[src/rtl/alu_seq_muldiv.sv]
// alu_seq_muldiv: sequential RV32I/M execute-stage ALU.
//   Base ops (add..and) and M-extension special cases complete in one cycle;
//   mul*/div*/rem* iterate one bit per cycle on operand magnitudes, with the
//   sign applied when the last step retires. Valid/ready on both sides.
// Ports:
//   clk, rst        clock (rising edge), asynchronous active-high reset
//   in_valid/ready  operand handshake; op, data1, data2 captured on accept
//   kill            synchronous abort of the in-flight op (wins over accept)
//   out_valid/ready result handshake; res held stable until consumed
module alu_seq_muldiv #(
  parameter int XLEN      = 32,
  parameter bit MULDIV_EN = 1'b1
) (
  input  logic            clk,
  input  logic            rst,
  input  logic            in_valid,
  output logic            in_ready,
  input  logic [7:0]      op,
  input  logic [XLEN-1:0] data1,
  input  logic [XLEN-1:0] data2,
  input  logic            kill,
  output logic            out_valid,
  input  logic            out_ready,
  output logic [XLEN-1:0] res
);
  localparam int SHW = $clog2(XLEN);
  localparam logic [XLEN-1:0] MINV     = {1'b1, {(XLEN-1){1'b0}}};
  localparam logic [SHW:0]    CNT_INIT = (SHW+1)'(XLEN);
  localparam logic [SHW:0]    CNT_ONE  = (SHW+1)'(1);

  typedef enum logic [1:0] {IDLE, MUL, DIV, DONE} state_t;

  state_t          state;
  logic [SHW:0]    count;
  logic [XLEN-1:0] hi, lo, opa;  // mul: product hi/lo + multiplicand; div: rem/quot + divisor
  logic            neg;          // negate the final result
  logic            sel;          // mul: return high half; div: return remainder

  function automatic logic [XLEN-1:0] alu_base(input logic [7:0] o,
                                                input logic [XLEN-1:0] a,
                                                input logic [XLEN-1:0] b);
    logic signed [XLEN-1:0] sa, sb;
    logic [SHW-1:0] sh;
    sa = a;
    sb = b;
    sh = b[SHW-1:0];
    case (o)
      8'h01:   return a + b;
      8'h02:   return a - b;
      8'h03:   return a << sh;
      8'h04:   return {{(XLEN-1){1'b0}}, sa < sb};
      8'h05:   return {{(XLEN-1){1'b0}}, a < b};
      8'h06:   return a ^ b;
      8'h07:   return a >> sh;
      8'h08:   return sa >>> sh;
      8'h09:   return a | b;
      8'h0a:   return a & b;
      default: return '0;
    endcase
  endfunction

  function automatic logic [XLEN-1:0] cond_neg(input logic n, input logic [XLEN-1:0] v);
    return n ? -v : v;
  endfunction

  // Decode of the presented op
  logic            is_mul, is_div, sgn1, sgn2, div_zero, div_ovf, accept, consume;
  logic [XLEN-1:0] mag1, mag2, quick_res;

  always_comb begin
    is_mul   = MULDIV_EN && (op >= 8'h0b) && (op <= 8'h0e);
    is_div   = MULDIV_EN && (op >= 8'h0f) && (op <= 8'h12);
    sgn1     = ((op == 8'h0c) || (op == 8'h0d) || (op == 8'h0f) || (op == 8'h11)) && data1[XLEN-1];
    sgn2     = ((op == 8'h0c) || (op == 8'h0f) || (op == 8'h11)) && data2[XLEN-1];
    mag1     = cond_neg(sgn1, data1);
    mag2     = cond_neg(sgn2, data2);
    div_zero = is_div && (data2 == '0);
    div_ovf  = is_div && ((op == 8'h0f) || (op == 8'h11)) && (data1 == MINV) && (data2 == '1);
    quick_res = alu_base(op, data1, data2);
    if (div_zero)
      quick_res = ((op == 8'h0f) || (op == 8'h10)) ? '1 : data1;
    else if (div_ovf)
      quick_res = (op == 8'h0f) ? MINV : '0;
  end

  assign in_ready = ~rst & ((state == IDLE) | ((state == DONE) & out_ready));
  assign accept   = in_valid & in_ready & ~kill;
  assign consume  = out_valid & out_ready;

  // One iteration step of either engine, plus the signed final result
  logic [XLEN:0]     mul_sum, r_sh, diff;
  logic              ge;
  logic [XLEN-1:0]   mul_hi_n, mul_lo_n, div_hi_n, div_lo_n, mul_res, div_res;
  logic [2*XLEN-1:0] prod_n, prod_f;

  always_comb begin
    mul_sum  = {1'b0, hi} + (lo[0] ? {1'b0, opa} : '0);
    mul_hi_n = mul_sum[XLEN:1];
    mul_lo_n = {mul_sum[0], lo[XLEN-1:1]};
    prod_n   = {mul_hi_n, mul_lo_n};
    prod_f   = neg ? -prod_n : prod_n;
    mul_res  = sel ? prod_f[2*XLEN-1:XLEN] : prod_f[XLEN-1:0];
    // Restoring division: partial remainder stays below the divisor, so the
    // shifted value fits XLEN+1 bits and the trial difference fits XLEN bits.
    r_sh     = {hi, lo[XLEN-1]};
    diff     = r_sh - {1'b0, opa};
    ge       = (r_sh >= {1'b0, opa});
    div_hi_n = ge ? diff[XLEN-1:0] : r_sh[XLEN-1:0];
    div_lo_n = {lo[XLEN-2:0], ge};
    div_res  = sel ? cond_neg(neg, div_hi_n) : cond_neg(neg, div_lo_n);
  end

  // Control and datapath registers
  always_ff @(posedge clk or posedge rst) begin
    if (rst) begin
      state     <= IDLE;
      count     <= '0;
      out_valid <= 1'b0;
      res       <= '0;
      hi        <= '0;
      lo        <= '0;
      opa       <= '0;
      neg       <= 1'b0;
      sel       <= 1'b0;
    end else if (kill) begin
      state     <= IDLE;
      out_valid <= 1'b0;
    end else if (accept) begin
      if (is_mul) begin
        state     <= MUL;
        count     <= CNT_INIT;
        out_valid <= 1'b0;
        hi        <= '0;
        lo        <= mag2;
        opa       <= mag1;
        neg       <= sgn1 ^ sgn2;
        sel       <= (op != 8'h0b);
      end else if (is_div && !div_zero && !div_ovf) begin
        state     <= DIV;
        count     <= CNT_INIT;
        out_valid <= 1'b0;
        hi        <= '0;
        lo        <= mag1;
        opa       <= mag2;
        sel       <= (op == 8'h11) || (op == 8'h12);
        neg       <= ((op == 8'h11) || (op == 8'h12)) ? sgn1 : (sgn1 ^ sgn2);
      end else begin
        state     <= DONE;
        out_valid <= 1'b1;
        res       <= quick_res;
      end
    end else begin
      case (state)
        MUL: begin
          hi    <= mul_hi_n;
          lo    <= mul_lo_n;
          count <= count - 1'b1;
          if (count == CNT_ONE) begin
            state     <= DONE;
            out_valid <= 1'b1;
            res       <= mul_res;
          end
        end
        DIV: begin
          hi    <= div_hi_n;
          lo    <= div_lo_n;
          count <= count - 1'b1;
          if (count == CNT_ONE) begin
            state     <= DONE;
            out_valid <= 1'b1;
            res       <= div_res;
          end
        end
        DONE: begin
          if (consume) begin
            state     <= IDLE;
            out_valid <= 1'b0;
          end
        end
        default: ;
      endcase
    end
  end
endmodule

[config.mk]
export PLATFORM = sky130hd
export DESIGN_NAME = alu_seq_muldiv
export DESIGN_NICKNAME = d
export VERILOG_FILES = /design/src/rtl/alu_seq_muldiv.sv
export SDC_FILE = /design/constraint.sdc
export NUM_CORES = 1
export LEC_CHECK = 0
export CAP_MARGIN = 20
export CORE_ASPECT_RATIO = 1.25
export CORE_UTILIZATION = 30
export DETAILED_ROUTE_END_ITERATION = 7
export DONT_BUFFER_PORTS = 1
export PLACE_DENSITY = 0.48
export SYNTH_ARGS = -nofsm -noshare
export SYNTH_HDL_FRONTEND = slang
export SYNTH_SLANG_ARGS = --single-unit
export TNS_END_PERCENT = 5
[constraint.sdc]
create_clock -name clk -period 5 [get_ports clk]
set_clock_uncertainty 0.1 [all_clocks]
set_input_delay 1 -clock clk [delete_from_list [all_inputs] [get_ports clk]]
set_output_delay 1 -clock clk [all_outputs]
set_load 0.01 [all_outputs]
After elaboration in Yosys (flattened, before gate mapping)
Index checks and enable logic that the tools add are counted.
- bits in registers: 139
- input port bits: 77
- output and inout bits: 34
- word-level logic and storage cells: 156
- add/subtract/negate cells: 10
- $lt $le $gt $ge: 7
- equal/unequal tests: 30
- shifts and indexed selects: 3
- mux-type cells: 53
- bitwise operators: 12
- reductions and logical operators: 32
- operators with widths (kind ; count):
    $mux 32 ; 25
    $pmux 32 s10 ; 1
    $pmux 32 s2 ; 3
    $neg 32->32 ; 4
    $eq 32x32->1 const B ; 2
    $lt 32x32->1 ; 2
    $mux 64 ; 1
    $neg 64->64 ; 1
    $sub 32x32->32 ; 2
    $eq 8x4->1 const B ; 6
    $add 32x32->33 ; 1
    $ge 33x32->1 ; 1
    $add 32x32->32 ; 1
    $and 32x32->32 ; 1
    $eq 8x3->1 const B ; 4
    $logic_not 32->1 ; 1
    $or 32x32->32 ; 1
    $shl 32x5->32 ; 1
    $shr 32x5->32 ; 1
    $sshr 32x5->32 ; 1
    $xor 32x32->32 ; 1
    $eq 8x5->1 const B ; 3
    $mux 6 ; 4
    $eq 8x2->1 const B ; 2
    other kinds (32) ; 77

Depth between registers and ports, before layout
- depth after elaboration: 11
- depth in mapped cells: 23
- depth with buffers taken out: 18

Worst setup path before layout
No wires, ideal clock.
- path type: register to register
- start: register hi[11]
- end: register res[28]
- library setup time: 125 ps
- arrival: 4985 ps
- data required time: 4775 ps
- slack: -210 ps
- cell stages (with the launch flop): 20
- path buffers: 4
- clock period less this slack: 5210 ps
- cell sequence: dfrtp_1 -> ha_1 -> clkbuf_1 -> a21oi_2 -> o21ai_0 -> a21o_1 -> o31ai_1 -> nand2_1 -> buf_2 -> buf_1 -> buf_1 -> o21ai_0 -> ha_1 -> nand4b_1 -> mux2i_1 -> o21ai_0 -> or4_1 -> o41ai_1 -> mux2i_1 -> nand2_1
- longest elaborated chain between the ends: 8
- elaborated cells on any way between the ends: 16
- those cells by class: add/sub (5); order compare (1); mux (10)
- ends and longest elaborated chain (item ; line ; RTL):
    from (decl) ; 35 ; logic [XLEN-1:0] hi, lo, opa;
    from (signal assigned) ; 155 ; hi <= mul_hi_n;
    from (signal assigned) ; 165 ; hi <= div_hi_n;
    $sub 32x32->32 / $ge 33x32->1 (equally long branches) ; 106, 107 ;
    $mux 32 ; 108 ; div_hi_n = ge ? diff[XLEN-1:0] : r_sh[XLEN-1:0];
    $neg 32->32 ; 63 ; return n ? -v : v;
    $mux 32 ; 63 ;
    $mux 32 ; 110 ; div_res = sel ? cond_neg(neg, div_hi_n) : cond_neg(neg, div_lo_n);
    $mux 32 ; 168 ; if (count == CNT_ONE) begin
    $pmux 32 s2 (*) ; 153 ; case (state)
    $mux 32 (*) ; 128 ; end else if (accept) begin
    to (signal assigned) ; 150 ; res <= quick_res;
    to (signal assigned) ; 161 ; res <= mul_res;
    to (signal assigned) ; 171 ; res <= div_res;
    to (decl) ; 24 ; output logic [XLEN-1:0] res
Every way passes the cells marked *; elsewhere a longest branch is shown, timed or not. The select of a mux whose other input is x is not followed.
A chain may end at the register's enable or synchronous reset.

Final worst setup path
- start: register opa[5]
- end: register res[20]
- longest elaborated chain between the ends: 8
- elaborated cells on any way between the ends: 17
- those cells by class: add/sub (5); order compare (1); mux (11)
- ends and longest elaborated chain (item ; line ; RTL):
    from (decl) ; 35 ;
    from (signal assigned) ; 135 ; opa <= mag1;
    from (signal assigned) ; 144 ; opa <= mag2;
    $mux 32, or another cell as far along ; 97 ; mul_sum = {1'b0, hi} + (lo[0] ? {1'b0, opa} : '0);
    $add 32x32->33 / $mux 32 (equally long branches) ; 97, 108 ;
    $neg 64->64 / $neg 32->32 (equally long branches) ; 101, 63 ;
    $mux 64 / $mux 32 (equally long branches) ; 101, 63 ;
    $mux 32, on equally long branches ; 102, 110 ;
    $mux 32, on equally long branches ; 158, 168 ;
    $pmux 32 s2 (*) ; 153 ;
    $mux 32 (*) ; 128 ;
Marked as above.

==> results by group <==
Synth
  – Synth Area in Simple Gates: 24.4%
  – Post-Synthesis Cells: 3827
  – Post-synth EDFFs: 0
  – Async SR Flop Fraction: between 90% and 100%
  – Ys Warns: 0
  – XOR/XNOR Fraction of Synth Area: 5.20%
  – Main synth FF type: dfrtp_1
  – Flops & latches, synth: ~140
  – Synth top area share: between 10% and 20%
  – Mux contribution to synthesized area: 8.98%
  – Seq/Total Area, Yosys: 13.2%
  – Mapped Nets: between 4000 and 5000
  – Largest family of logic cells by synthesized area: compound AO/OA/AOI/OAI gates
  – Syn Area/Cell: 6.86 µm²
  – Synth Cell Area: 26300 µm²
  – Post-Synth Adder-Cell Area: ~8.5%
  – Post-synth cell types: 99
  – Count leader, synth: nor2_1
  – Complex-gate fraction of the synthesized area: 32.4%
  – Commonest cells in the netlist: nor2_1, nand2_1, a21oi_1
  – Largest area contributor in the netlist: dfrtp_1
  – Area contributors post-synth: dfrtp_1, ha_1, nor2_1, a21oi_1, o21ai_0

Timing
  – Min Tclk post-route: roughly 4.9 ns
  – Pins over their slew limit: 0
  – FMAX: a little over 0.2 GHz
  – RSZ-0062 raised after global routing: yes
  – Least-Margin Pin Slew: 0.948 ns
  – Hold Vio Cnt, Final: 0
  – Relative slew slack: 36.7%
  – # setup viols final: 0
  – Tcrit/Tclk final: 98.0%

Power and ir drop
  – Pint: between 6000 and 7000 µW
  – VDD IR max: about 0.29 mV
  – Logic gate share of total power: 76.5%
  – Flop pwr share: 14.3%
  – P per Cell Area: approximately 500 nW/µm²
  – Switching Share: a little under three fifths
  – P_sw: 8360 µW
  – LEAKAGE: around 0.012 µW
  – Part of the power in the clock network: 9.2%

Die
  – Die area: 88700 µm²
  – DIE WIDTH: 267 µm
  – Die height: 333 µm
  – Top-level I/O count: 111
  – Core Box Area: about 86000 µm²
  – Site Rows: 120
  – Initial Utilization: 30.5%

Clock tree
  – Clk root buf: clkbuf_16
  – CTS tree: built
  – Clock transition at the registers of the reported paths: 0.06 ns
  – Hold Buf Count CTS: 0
  – Clock buffer count from CTS: 17
  – Sinks on Clock Net: 139
  – Clk buf depth: 2
  – Skew-Pair Late Insertion Delay: about 0.46 ns
  – Htree depth: 4

Final layout
  – Design area: between 20000 and 30000 µm²
  – P&R area growth vs syn: 12.9%
  – Nets@finish: 4075
  – Final core occ: 34.4%
  – Share of layout cells above drive strength 1: around an eighth
  – Fillcell total: 9566

Detailed routing
  – Final ANT Viol Nets: 0
  – Total vias in the final route: 30464
  – Detailed Route Iter0 Violations: approximately 2600
  – Routed WL: 135 mm
  – Residual DRC: 0
  – Vias per cell: 6.10
  – TritonRoute pass-1 iters: 5
  – Wirelength per Cell: 27.0 µm

Setup path
  – Cell at the slowest stage of the critical path: mux2_2
  – CP endpoint kind: flip-flop
  – Reg2Reg Depth: 19
  – CP arrival: 5.13 ns
  – Critical path class: flip-flop to flip-flop
  – Startpoint types: flip-flop
  – CP Max Fanout: 5
  – Crit path cell chain: inv_1 -> ha_1 -> nand4_1 -> nor4_4 -> buf_4 -> a311o_1 -> o22ai_4 -> nand2_4 -> mux2i_4 -> ha_2 -> nand4b_1 -> mux2i_1 -> o21ai_1 -> buf_4 -> buf_4 -> nor4_2 -> mux2_2 -> nor4_4 -> a22oi_1
  – Critical Path RT: approximately 5.2 ns
  – Most used cell, CP: buf_4
  – CP peak stage delay: roughly 0.40 ns
  – R2R setup slack: 0.10 ns

Worst hold path
  – Worst hold stages: 2
  – Hold Crit Class: flip-flop to flip-flop

GRT
  – GRT met1 Usage: roughly a third
  – Total GRT Usage: between 20% and 30%
  – Initial antenna violation count: 2
  – Gr ovfl total: 0
  – GRT met3 Usage: 3.45%
  – Largest net degree at the start of global routing: 81
  – GRT busiest layer: met2
  – Met2 Usage GRT: 51.3%
  – First-pass GRT wire length: 196 mm
  – Vias in the first global route: 29212

Run
  – Max-Cap Viols: 0

Placed design
  – Number of port buffers: 0
  – Post-DP HPWL: 108 mm
  – GPL Wtd Cong: 1.00
  – Dpl cell area: 28900 µm²

Status
  – Outcome: completed
-- cell usage in the layout (no fill, tap or decap), drive strengths merged, types with 106 or more instances in the layout --
master / n
nor3: 106
dfrtp: 139
buf: 297
o21ai: 326
nand2: 355
xnor2: 112
ha: 173
nand3: 119
a21oi: 338
inv: 165
mux2i: 113
nor2: 489
-- layer usage --
metal	vias to the layer above	part of all wire [%]
li1	14121	-
met1	14755	39
met2	1286	49
met3	302	5.8
met4	0	6.9
met5	-	0
-- worst max-delay path, delay by kind of cell, from the launching register on --
family / cells / cell delay (ns)
buffers and inverters: 4 / 0.55
adder cells (fa/ha/maj): 2 / 0.60
AO/OA/AOI/OAI: 4 / 0.64
AND/OR/NAND/NOR: 6 / 1.59
flip-flops: 1 / 0.35
multiplexers: 3 / 0.93
-- registers in the layout, indices dropped and copies added, names as in the netlist, 2 cells and up --
signal  cells
hi         32
lo         32
opa        32
res        32
count       6
state       2
-- final timing paths --
kind / endpoint / from
min: opa[31]$_DFFE_PP0P_ / opa[31]$_DFFE_PP0P_
max in group asynchronous: hi[3]$_DFFE_PP0P_ / rst
max reg2reg: res[20]$_DFFE_PP0P_ / opa[5]$_DFFE_PP0P_
min in group asynchronous: out_valid$_DFFE_PP0P_ / rst
min reg2reg: opa[31]$_DFFE_PP0P_ / opa[31]$_DFFE_PP0P_
max: res[20]$_DFFE_PP0P_ / opa[5]$_DFFE_PP0P_
-- power by group through the flow --
stage | Clock, µW | Sequential [µW] | Combinational, µW
CTS | 1400 | 2150 | 11200
detailed placement | 0 | 2170 | 11000
global placement | 0 | 2160 | 11100
finish | 1380 | 2150 | 11500
global route | 1430 | 2210 | 12400
floorplan | 0 | 1850 | 7160
-- through the flow --
step / hold WS [ns] / TNS [ns] / power (µW) / std cells / setup slack (ns)
6_report: 0.378 / 0 / 15100 / 4994 / 0.102
5_1_grt: 0.395 / -0.0488 / 16100 / 4992 / -0.0274
4_1_cts: 0.385 / 0 / 14700 / 4992 / 0.000357
3_5_place_dp: 0.371 / -0.681 / 13200 / 4959 / -0.387
3_3_place_gp: 0.363 / -1.01 / 13300 / 4959 / -0.439
2_1_floorplan: 0.350 / -0.0172 / 9010 / 3827 / -0.0172
-- what timing repair did --
action	CTS	global route
pin swaps	2	4
endpoints found under the hold margin	0	0
buffers inserted	2	0
gates cloned	0	0
resized for setup	10	17
endpoints found under the setup margin	11	11
-- area by class of cell --
| class | instances | area, µm² | share of cell area [%] |
|---|---|---|---|
| clock buffers | 20 | 457 | 1.54 |
| inverters | 169 | 641 | 2.16 |
| well taps | 1159 | 1450 | 4.89 |
| repair buffers | 297 | 2330 | 7.86 |
| clock inverters | 11 | 145 | 0.490 |
| flip-flops and latches | 139 | 3490 | 11.8 |
| multi-input cells | 3197 | 21100 | 71.3 |
| diodes | 2 | 5.00 | 0.0169 |
-- cell families (layout without fill, tap and decap cells) --
group,count (synthesis),after routing
buffers and inverters,491,497
multiplexers,179,179
AND/OR/NAND/NOR,1377,1377
other,0,2
flip-flops,139,139
XOR/XNOR,155,155
AO/OA/AOI/OAI,1309,1309
adder cells (fa/ha/maj),177,177
Power figures use the tool's default switching activity.
